`config.mk`:
```
export PLATFORM = sky130hd
export DESIGN_NAME = dvp_frame_tx_flat
export DESIGN_NICKNAME = d
export VERILOG_FILES = /design/src/rtl/dvp_frame_tx_if.sv /design/src/rtl/dvp_frame_tx.sv /design/src/flat_wrapper.sv
export SDC_FILE = /design/constraint.sdc
export NUM_CORES = 1
export LEC_CHECK = 0
export BUFFER_PORTS_ARGS = -buffer_cell sky130_fd_sc_hd__buf_2
export CAP_MARGIN = 20
export CORE_UTILIZATION = 54
export CTS_BUF_LIST = sky130_fd_sc_hd__clkbuf_16
export CTS_CLUSTER_SIZE = 30
export DETAILED_ROUTE_END_ITERATION = 7
export GPL_ROUTABILITY_DRIVEN = 0
export PLACE_DENSITY = 0.77
export SYNTH_ARGS = -nofsm -noshare
export SYNTH_HDL_FRONTEND = slang
export SYNTH_SLANG_ARGS = --single-unit
```
`constraint.sdc`:
```
create_clock -name clk -period 1.89 [get_ports clk]
set_input_delay 0.378 -clock clk [delete_from_list [all_inputs] [get_ports clk]]
set_output_delay 0.378 -clock clk [all_outputs]
set_load 0.02 [all_outputs]
```
`src/rtl/dvp_frame_tx_if.sv`:
```
// Pixel-source stream plus DVP camera pins for dvp_frame_tx.
// master = the transmitter, slave = source/receiver side.
interface dvp_frame_tx_if;
    logic [7:0] s_data;
    logic       s_valid;
    logic       s_ready;
    logic       cam_pclk;
    logic       cam_vsync;
    logic       cam_href;
    logic [7:0] cam_dat;

    modport master (
        input  s_data, s_valid,
        output s_ready, cam_pclk, cam_vsync, cam_href, cam_dat
    );

    modport slave (
        output s_data, s_valid,
        input  s_ready, cam_pclk, cam_vsync, cam_href, cam_dat
    );
endinterface

```
`src/rtl/dvp_frame_tx.sv`:
```
// Camera-side DVP transmitter: frames a valid/ready byte stream onto pclk/vsync/href/data.
// Build macro DVP_TX_TEST_PATTERN_EN adds tp_sel and a per-frame counting test pattern.
module dvp_frame_tx #(
    parameter int CLK_DIV     = 4,
    parameter int H_ACTIVE    = 160,
    parameter int H_BLANK     = 16,
    parameter int ROWS        = 120,
    parameter int VSYNC_LINES = 3,
    parameter int V_BACK      = 2,
    parameter int V_FRONT     = 2,
    parameter bit CONTINUOUS  = 1'b0
) (
    input  logic           clk,
    input  logic           reset,
    input  logic           start,
`ifdef DVP_TX_TEST_PATTERN_EN
    input  logic           tp_sel,
`endif
    dvp_frame_tx_if.master bus,
    output logic           busy,
    output logic           underflow,
    output logic           frame_done
);
    localparam int LINE      = H_ACTIVE + H_BLANK;
    localparam int PH_W      = (CLK_DIV > 2) ? $clog2(CLK_DIV) : 1;
    localparam int COL_W     = (LINE > 2) ? $clog2(LINE) : 1;
    localparam int MAX_VA    = (VSYNC_LINES > ROWS) ? VSYNC_LINES : ROWS;
    localparam int MAX_BF    = (V_BACK > V_FRONT) ? V_BACK : V_FRONT;
    localparam int MAX_LINES = (MAX_VA > MAX_BF) ? MAX_VA : MAX_BF;
    localparam int ROW_W     = (MAX_LINES > 2) ? $clog2(MAX_LINES) : 1;

    typedef enum logic [2:0] {
        ST_IDLE, ST_VSYNC, ST_VBACK, ST_ACTIVE, ST_VFRONT
    } state_t;

    state_t             state, state_nxt;
    logic [PH_W-1:0]    phase;
    logic [COL_W-1:0]   col;
    logic [ROW_W-1:0]   row, last_row;
    logic               accept, period_end, line_end, state_end, frame_end;
    logic               vsync_lvl, href_slot, fetch, tp_mode;
    logic [7:0]         tp_cnt;
    logic               pclk_q, vsync_q, href_q, busy_q, underflow_q, done_q;
    logic [7:0]         dat_q;

    // busy stays high through the frame_done cycle, so a start there is dropped.
    assign accept     = start && !busy_q;
    assign period_end = (phase == PH_W'(CLK_DIV - 1));
    assign line_end   = period_end && (col == COL_W'(LINE - 1));

    always_ff @(posedge clk) begin
        // NOTE: sequential state uses non-blocking assignments only, so every flop samples pre-edge values.
        if (reset) state <= ST_IDLE;
        else       state <= state_nxt;
    end

    always_comb begin
        state_nxt = state;
        case (state)
            ST_IDLE:   if (accept)    state_nxt = ST_VSYNC;
            ST_VSYNC:  if (state_end) state_nxt = (V_BACK > 0) ? ST_VBACK : ST_ACTIVE;
            ST_VBACK:  if (state_end) state_nxt = ST_ACTIVE;
            ST_ACTIVE: if (state_end) state_nxt = (V_FRONT > 0) ? ST_VFRONT :
                                                  (CONTINUOUS ? ST_VSYNC : ST_IDLE);
            ST_VFRONT: if (state_end) state_nxt = CONTINUOUS ? ST_VSYNC : ST_IDLE;
            default:                  state_nxt = ST_IDLE;
        endcase
    end

    always_comb begin
        // NOTE: every signal gets a default before the case so no path can infer a latch.
        last_row  = '0;
        vsync_lvl = 1'b0;
        href_slot = 1'b0;
        case (state)
            ST_VSYNC: begin
                last_row  = ROW_W'(VSYNC_LINES - 1);
                vsync_lvl = 1'b1;
            end
            ST_VBACK:  last_row = ROW_W'(V_BACK - 1);
            ST_ACTIVE: begin
                last_row  = ROW_W'(ROWS - 1);
                href_slot = ({1'b0, col} < (COL_W + 1)'(H_ACTIVE));
            end
            ST_VFRONT: last_row = ROW_W'(V_FRONT - 1);
            default:   ;
        endcase
        state_end = line_end && (row == last_row);
        frame_end = state_end && ((state == ST_VFRONT) || ((state == ST_ACTIVE) && (V_FRONT == 0)));
        fetch     = href_slot && (phase == '0);
    end

    always_ff @(posedge clk) begin
        if (reset || state == ST_IDLE) begin
            phase <= '0;
            col   <= '0;
            row   <= '0;
        end else begin
            phase <= period_end ? '0 : phase + PH_W'(1);
            if (period_end) col <= line_end  ? '0 : col + COL_W'(1);
            if (line_end)   row <= state_end ? '0 : row + ROW_W'(1);
        end
    end

`ifdef DVP_TX_TEST_PATTERN_EN
    always_ff @(posedge clk) begin
        if (reset)       tp_mode <= 1'b0;
        else if (accept) tp_mode <= tp_sel;
    end
`else
    assign tp_mode = 1'b0;
`endif

    // Pins are loaded from the position counters one cycle later, so data moves with pclk falling.
    always_ff @(posedge clk) begin
        if (reset) begin
            pclk_q      <= 1'b0;
            vsync_q     <= 1'b0;
            href_q      <= 1'b0;
            dat_q       <= '0;
            busy_q      <= 1'b0;
            underflow_q <= 1'b0;
            done_q      <= 1'b0;
            tp_cnt      <= '0;
        end else begin
            pclk_q <= (state != ST_IDLE) && (phase >= PH_W'(CLK_DIV / 2));
            done_q <= frame_end;

            if (accept)                        busy_q <= 1'b1;
            else if (done_q && !CONTINUOUS)    busy_q <= 1'b0;

            if (accept)                                underflow_q <= 1'b0;
            else if (fetch && !tp_mode && !bus.s_valid) underflow_q <= 1'b1;

            if (state == ST_IDLE) begin
                vsync_q <= 1'b0;
                href_q  <= 1'b0;
                dat_q   <= '0;
            end else if (phase == '0) begin
                vsync_q <= vsync_lvl;
                href_q  <= href_slot;
                if (!fetch)       dat_q <= '0;
                else if (tp_mode) dat_q <= tp_cnt;
                else              dat_q <= bus.s_valid ? bus.s_data : 8'h00;
            end

            if (state == ST_VSYNC) tp_cnt <= '0;
            else if (fetch)        tp_cnt <= tp_cnt + 8'd1;
        end
    end

    assign bus.s_ready   = fetch && !tp_mode;
    assign bus.cam_pclk  = pclk_q;
    assign bus.cam_vsync = vsync_q;
    assign bus.cam_href  = href_q;
    assign bus.cam_dat   = dat_q;
    assign busy          = busy_q;
    assign underflow     = underflow_q;
    assign frame_done    = done_q;
endmodule

```
`src/flat_wrapper.sv`:
```
// flat-port wrapper written by rule: the top's interface ports become plain ports
module dvp_frame_tx_flat 
#(
    parameter int CLK_DIV     = 4,
    parameter int H_ACTIVE    = 160,
    parameter int H_BLANK     = 16,
    parameter int ROWS        = 120,
    parameter int VSYNC_LINES = 3,
    parameter int V_BACK      = 2,
    parameter int V_FRONT     = 2,
    parameter bit CONTINUOUS  = 1'b0
)
  (clk, reset, start, busy, underflow, frame_done, bus_s_data, bus_s_valid, bus_s_ready, bus_cam_pclk, bus_cam_vsync, bus_cam_href, bus_cam_dat);
  dvp_frame_tx_if bus_i ();
  input  logic clk;
  input  logic reset;
  input  logic start;
  output logic busy;
  output logic underflow;
  output logic frame_done;
  input wire logic [$bits(bus_i.s_data)-1:0] bus_s_data;
  input wire logic [$bits(bus_i.s_valid)-1:0] bus_s_valid;
  output wire logic [$bits(bus_i.s_ready)-1:0] bus_s_ready;
  output wire logic [$bits(bus_i.cam_pclk)-1:0] bus_cam_pclk;
  output wire logic [$bits(bus_i.cam_vsync)-1:0] bus_cam_vsync;
  output wire logic [$bits(bus_i.cam_href)-1:0] bus_cam_href;
  output wire logic [$bits(bus_i.cam_dat)-1:0] bus_cam_dat;
  assign bus_i.s_data = bus_s_data;
  assign bus_i.s_valid = bus_s_valid;
  assign bus_s_ready = bus_i.s_ready;
  assign bus_cam_pclk = bus_i.cam_pclk;
  assign bus_cam_vsync = bus_i.cam_vsync;
  assign bus_cam_href = bus_i.cam_href;
  assign bus_cam_dat = bus_i.cam_dat;
  dvp_frame_tx #(.CLK_DIV(CLK_DIV), .H_ACTIVE(H_ACTIVE), .H_BLANK(H_BLANK), .ROWS(ROWS), .VSYNC_LINES(VSYNC_LINES), .V_BACK(V_BACK), .V_FRONT(V_FRONT), .CONTINUOUS(CONTINUOUS)) u_core (.clk(clk), .reset(reset), .start(start), .bus(bus_i), .busy(busy), .underflow(underflow), .frame_done(frame_done));
endmodule
```
## Word-level counts from Yosys, hierarchy flattened

Cells that the tools add are included.

| storage, ports and cells | value |
|---|---|
| word-level logic and storage cells | 62 |
| output and inout bits | 15 |
| bits in registers | 34 |
| bits of input ports | 12 |

| cells by class | value |
|---|---|
| $add $sub $neg | 3 |
| order comparisons | 2 |
| reduce and logical (&&, ||, !) cells | 19 |
| eq/ne operators | 12 |
| mux-type cells | 15 |

Operator list:

| cell | count |
|---|---|
| $mux W8 | 3 |
| $pmux W7 S3 | 1 |
| $mux W3 | 5 |
| $pmux W3 S5 | 1 |
| $ne A2 B1 Y1 const B | 5 |
| $add A8 B1 Y8 const B | 1 |
| $eq A8 B8 Y1 const B | 1 |
| $lt A8 B8 Y1 const B | 1 |
| $reduce_or A2 Y1 | 4 |
| $add A7 B1 Y7 const B | 1 |
| $eq A7 B7 Y1 | 1 |
| $logic_and A1 B1 Y1 | 7 |
| $mux W7 | 1 |
| $eq A3 B2 Y1 const B | 2 |
| $reduce_and A5 Y1 | 1 |
| $mux W1 | 4 |
| $eq A3 B1 Y1 const B | 1 |
| $eq A3 B3 Y1 const B | 1 |
| $logic_not A3 Y1 | 1 |
| $reduce_bool A3 Y1 | 1 |
| $add A2 B1 Y2 const B | 1 |
| $eq A2 B2 Y1 const B | 1 |
| $ge A2 B2 Y1 const B | 1 |
| $logic_not A1 Y1 | 2 |
| 3 further kinds | 3 |

## Logic depth before layout (Yosys ltp)

| depth | value |
|---|---|
| depth in word-level cells | 7 |
| mapped depth | 7 |
| depth with buffers taken out | 6 |

## Worst setup path before layout

Ideal clock, no wire load.

| timing | value |
|---|---|
| path kind | reg-to-reg |
| from | register u_core.phase[1] |
| to | register u_core.state[1] |
| path buffers | 1 |
| cell stages (with the launch flop) | 8 |
| path slack | 0.168 ns |
| required time | 1.820 ns |
| clock period less this slack | 1.722 ns |
| library setup time | 0.070 ns |
| arrival time | 1.652 ns |
| cells stage by stage | dfxtp_1 ha_1 buf_2 and4_1 and3_1 o311ai_2 or3_1 a21oi_1 |

| on the way | value |
|---|---|
| longest elaborated chain between the ends | 5 |
| elaborated cells on any way between the ends | 8 |
| classes of those cells | 5 x eq/ne; 3 x reduce/logical |

RTL lines:

| what | line | text |
|---|---|---|
| start: declaration | dvp_frame_tx.sv:37 | `logic [PH_W-1:0] phase;` |
| start signal: assignment | dvp_frame_tx.sv:99 | `phase <= period_end ? '0 : phase + PH_W'(1);` |
| $eq A2 B2 Y1 * | dvp_frame_tx.sv:48 | `assign period_end = (phase == PH_W'(CLK_DIV - 1));` |
| $logic_and A1 B1 Y1 * | dvp_frame_tx.sv:49 | `assign line_end = period_end && (col == COL_W'(LINE - 1));` |
| $logic_and A1 B1 Y1 * | dvp_frame_tx.sv:88 | `state_end = line_end && (row == last_row);` |
| $ne A2 B1 Y1 (no line) | -- |  |
| $reduce_and A5 Y1 (no line) * | -- |  |
| end signal: assignment | dvp_frame_tx.sv:54 | `else state <= state_nxt;` |
| end: declaration | dvp_frame_tx.sv:36 | `state_t state, state_nxt;` |

Mark *: on every way between the ends. The rest lies on a longest branch, timed or not.
A chain may end at the register's enable or synchronous reset.

## Final worst setup path

| timing | value |
|---|---|
| from | register u_core.row[0] |
| to | register u_core.state[1] |

| on the way | value |
|---|---|
| longest elaborated chain between the ends | 4 |
| elaborated cells on any way between the ends | 7 |
| classes of those cells | 5 x eq/ne; 2 x reduce/logical |

RTL lines:

| what | line | text |
|---|---|---|
| start: declaration | dvp_frame_tx.sv:39 | `logic [ROW_W-1:0] row, last_row;` |
| start signal: assignment | dvp_frame_tx.sv:101 | `if (line_end) row <= state_end ? '0 : row + ROW_W'(1);` |
| $eq A7 B7 Y1 * | dvp_frame_tx.sv:88 |  |
| $logic_and A1 B1 Y1 * | dvp_frame_tx.sv:88 |  |
| $ne A2 B1 Y1 (no line) | -- |  |
| $reduce_and A5 Y1 (no line) * | -- |  |

Marked as above.

==> flow_summary.ini <==
[run_status]
result_of_the_run = complete, no violations

[timing]
timing_worst_slew_pin_value_ns = 0.4785
hold_viol_final = 0
timing_max_transition_violations_final = 0
max_clock_freq_mhz = 558.4
relSlewSlack = 0.6799
setup_viol_count_final = 0
final.setup_skew_ns = 0.003278
post-route-worst-setup-slack_ns = 0.09928
post-route-period-util = 0.9475
period_minus_slack_ns = 1.791

[route]
wl_per_cell_microns = 12.64
route.met3.wl_microns = 165
dr.first_iter.drc_count = 55
detail_route.vias_per_cell = 5.525
top_layer = met4
vias = 1348
drt_drc_violations_left = 0
m1WireLength_mm = 1.341
totalWireLength_mm = 3.085
final_antenna_net_count = 0
drtPass1Iterations = 4
detailroute.wirelength.met2_mm = 1.509

[final_layout]
layout.nets = 229
layout-drive-gt1-share = 0.2394
area_growth_pct = 23.41
antennaDiodeCount = 0
layoutNonFillerInstCount = 244

[setup_path]
critical_path_arrival_ns = 1.98
timing.critical_path.to_type = register
cp_slowest_cell = sky130_fd_sc_hd__or4_1
critPathLaunchType = register
worst_r2r_startpoint = u_core.row[0]
startpoint = u_core.row[0]
crit_chain = or4_1 > nor2_2 > o311ai_4 > or3_1 > a21oi_1
ff2ff_path_depth = 5
timing.setup.critical_path_class = reg2reg
cp_top_family = simple AND/OR/NAND/NOR gates
worstReg2RegEnd = u_core.state[1]
timing.critical_path.fanout_max = 9
reg2reg_slack_ns = 0.1
timing.critical_path.required_ns = 2.08
worst-path-buf-inv = 0
crit_path_largest_cell_delay_ns = 0.55

[clocking]
clkLatencyLatePin_ns = 0.27
cts.path.max_buffers = 2
cts_resized = 0
h_tree_level_count = 2
cts_tree = yes
clock_sink_count = 34
cts_post_setup_buffers_inserted = 0
numCtsBuffers = 5
cts_hold_buffers = 0
clkSlewWorstSetupHoldPaths_ns = 0.05
root_buffer = sky130_fd_sc_hd__clkbuf_16

[synth]
commonest_register_cell_after_synthesis = sky130_fd_sc_hd__dfxtp_1
seq_area_frac_synth = 0.4391
syn_inst = 181
synthArstFlopShare = 0
number_of_synthesized_register_bits = 34
yosysTopAreaCell = sky130_fd_sc_hd__dfxtp_1
synthMostInstantiatedCell = sky130_fd_sc_hd__dfxtp_1
synth.area.top_cells = sky130_fd_sc_hd__dfxtp_1 (44%), sky130_fd_sc_hd__nor2_1 (7.5%), sky130_fd_sc_hd__a21oi_1 (4.5%), sky130_fd_sc_hd__ha_1 (4.0%), sky130_fd_sc_hd__nor2b_1 (4.0%)
synth-edff-count = 0
netlist.area_leader.share = 0.4391
syn_area_per_cell_sq_um = 8.565
synth_common_cells = sky130_fd_sc_hd__dfxtp_1 (34), sky130_fd_sc_hd__nor2_1 (31), sky130_fd_sc_hd__a21oi_1 (14)
synth_warnings = 0
synth.net_count = 198
synthDistinctLibCells = 36
mappedNetlistArea_sq_um = 1550

[floorplanning]
die_y_microns = 55.58
floorplan.initialDensity = 0.5670
io-pin-count = 27
placeableCoreArea_sq_um = 2734
num_rows = 19
fp.dieArea_sq_um = 3089
dieWidth_microns = 55.58

[worst_hold_path]
min_delay_path_depth = 3
hold-path-endpoint = u_core.bus.cam_dat[6]
hold_path.startpoint = bus_s_data[6]
holdCritPathClass = in2reg

[flow_run]
timing.max_cap.violations = 0

[place]
dp_slack_ns = 0.07582
buffer_ports.inserted = 26
placed_cells_incl_taps = 236
detailedPlacementHpwl_mm = 2.176

[power]
p_leak_nw = 0.7814
post-layout-total-power_w = 0.001682
ir_worst_vdd_mv = 0.8586
power.density_nw_per_um2 = 879.5

[global_routing]
grt_start_max_net_pins = 13
wire_length_of_the_first_global_routing_pass_mm = 5.319
gr-usage-all-layers = 0.2224
grt-ovfl-total = 0
initial_antenna_violation_count = 0
first_global_vias = 1283
[where the power goes]
group          switching [W]   total, W  internal [W]
clock network       0.000270   0.000885      0.000615
registers         0.00000814   0.000733      0.000725
logic              0.0000367  0.0000648     0.0000282
total               0.000315    0.00168       0.00137
[cell families after synthesis]
family                   count (synthesis)  synth area share
AO/OA/AOI/OAI                           26            0.1090
XOR/XNOR                                11           0.06215
adder cells (fa/ha/maj)                  5           0.04036
buffers and inverters                   12           0.03147
flip-flops                              34            0.4391
multiplexers                             3           0.02018
AND/OR/NAND/NOR                         90            0.2978
[placed cells by master (no fill, tap or decap), types with 2 or more instances in the layout]
cell,n
sky130_fd_sc_hd__dfxtp_2,4
sky130_fd_sc_hd__or2_2,2
sky130_fd_sc_hd__buf_4,4
sky130_fd_sc_hd__clkinv_2,2
sky130_fd_sc_hd__clkbuf_16,5
sky130_fd_sc_hd__a211oi_1,3
sky130_fd_sc_hd__nand3b_1,2
sky130_fd_sc_hd__nor2b_1,10
sky130_fd_sc_hd__or3_1,2
sky130_fd_sc_hd__nand4_1,5
sky130_fd_sc_hd__o21ai_0,4
sky130_fd_sc_hd__nand2b_1,4
sky130_fd_sc_hd__mux2i_1,2
sky130_fd_sc_hd__buf_2,26
sky130_fd_sc_hd__dfxtp_1,30
sky130_fd_sc_hd__nand2_1,12
sky130_fd_sc_hd__nor3_1,7
sky130_fd_sc_hd__nor2_1,31
sky130_fd_sc_hd__ha_1,5
sky130_fd_sc_hd__a21oi_1,14
sky130_fd_sc_hd__xor2_1,7
sky130_fd_sc_hd__and3_1,5
sky130_fd_sc_hd__nand3_1,2
sky130_fd_sc_hd__xnor2_1,4
sky130_fd_sc_hd__inv_1,6
[flip-flops by register name, indices dropped and copies added, names as in the netlist, 2 cells and up]
name                flops
u_core.state            3
u_core.phase            2
u_core.col              8
u_core.row              7
u_core.bus.cam_dat      8
[how the worst max path moves through the flow]
stage,to,cells after the start
4_1_cts,bus_s_ready,4
5_1_grt,u_core.state[1],5
2_1_floorplan,u_core.state[1],7
3_5_place_dp,u_core.row[0],5
3_3_place_gp,u_core.state[1],5
6_report,u_core.state[1],5
[worst register-to-register path: cells and delay by family, from the launching register on]
kind / cells / cell delay [ns]
AO/OA/AOI/OAI: 2 / 0.30
AND/OR/NAND/NOR: 3 / 1.04
flip-flops: 1 / 0.38
[layout make-up]
cell class                 instances  area, sq um
inverter                           6        22.52
tap                               31        38.79
sequential                        34        685.7
fill                             206        820.8
timing repair buffer              30        160.2
multi-input combinational        135        840.8
clock buffer                       5        125.1
clock inverter                     3        40.04
[layer usage]
layer  vias up  global-route usage
met5         -                   0
met4         0              0.1143
met3        10             0.07209
met2        42              0.3769
met1       613              0.2489
li1        683                   -
[stage by stage]
stage               hold slack, ns  area [sq um]  setup TNS [ns]    util
global placement            0.4200          1723               0  0.6302
finish                      0.3349          1913               0  0.6998
detailed placement          0.4402          1723               0  0.6302
CTS                         0.3315          1888               0  0.6906
global route                0.3344          1913       -0.001823  0.6998
floorplan                   0.4270          1550               0       -
No activity file was read; power rests on OpenSTA's default activity.
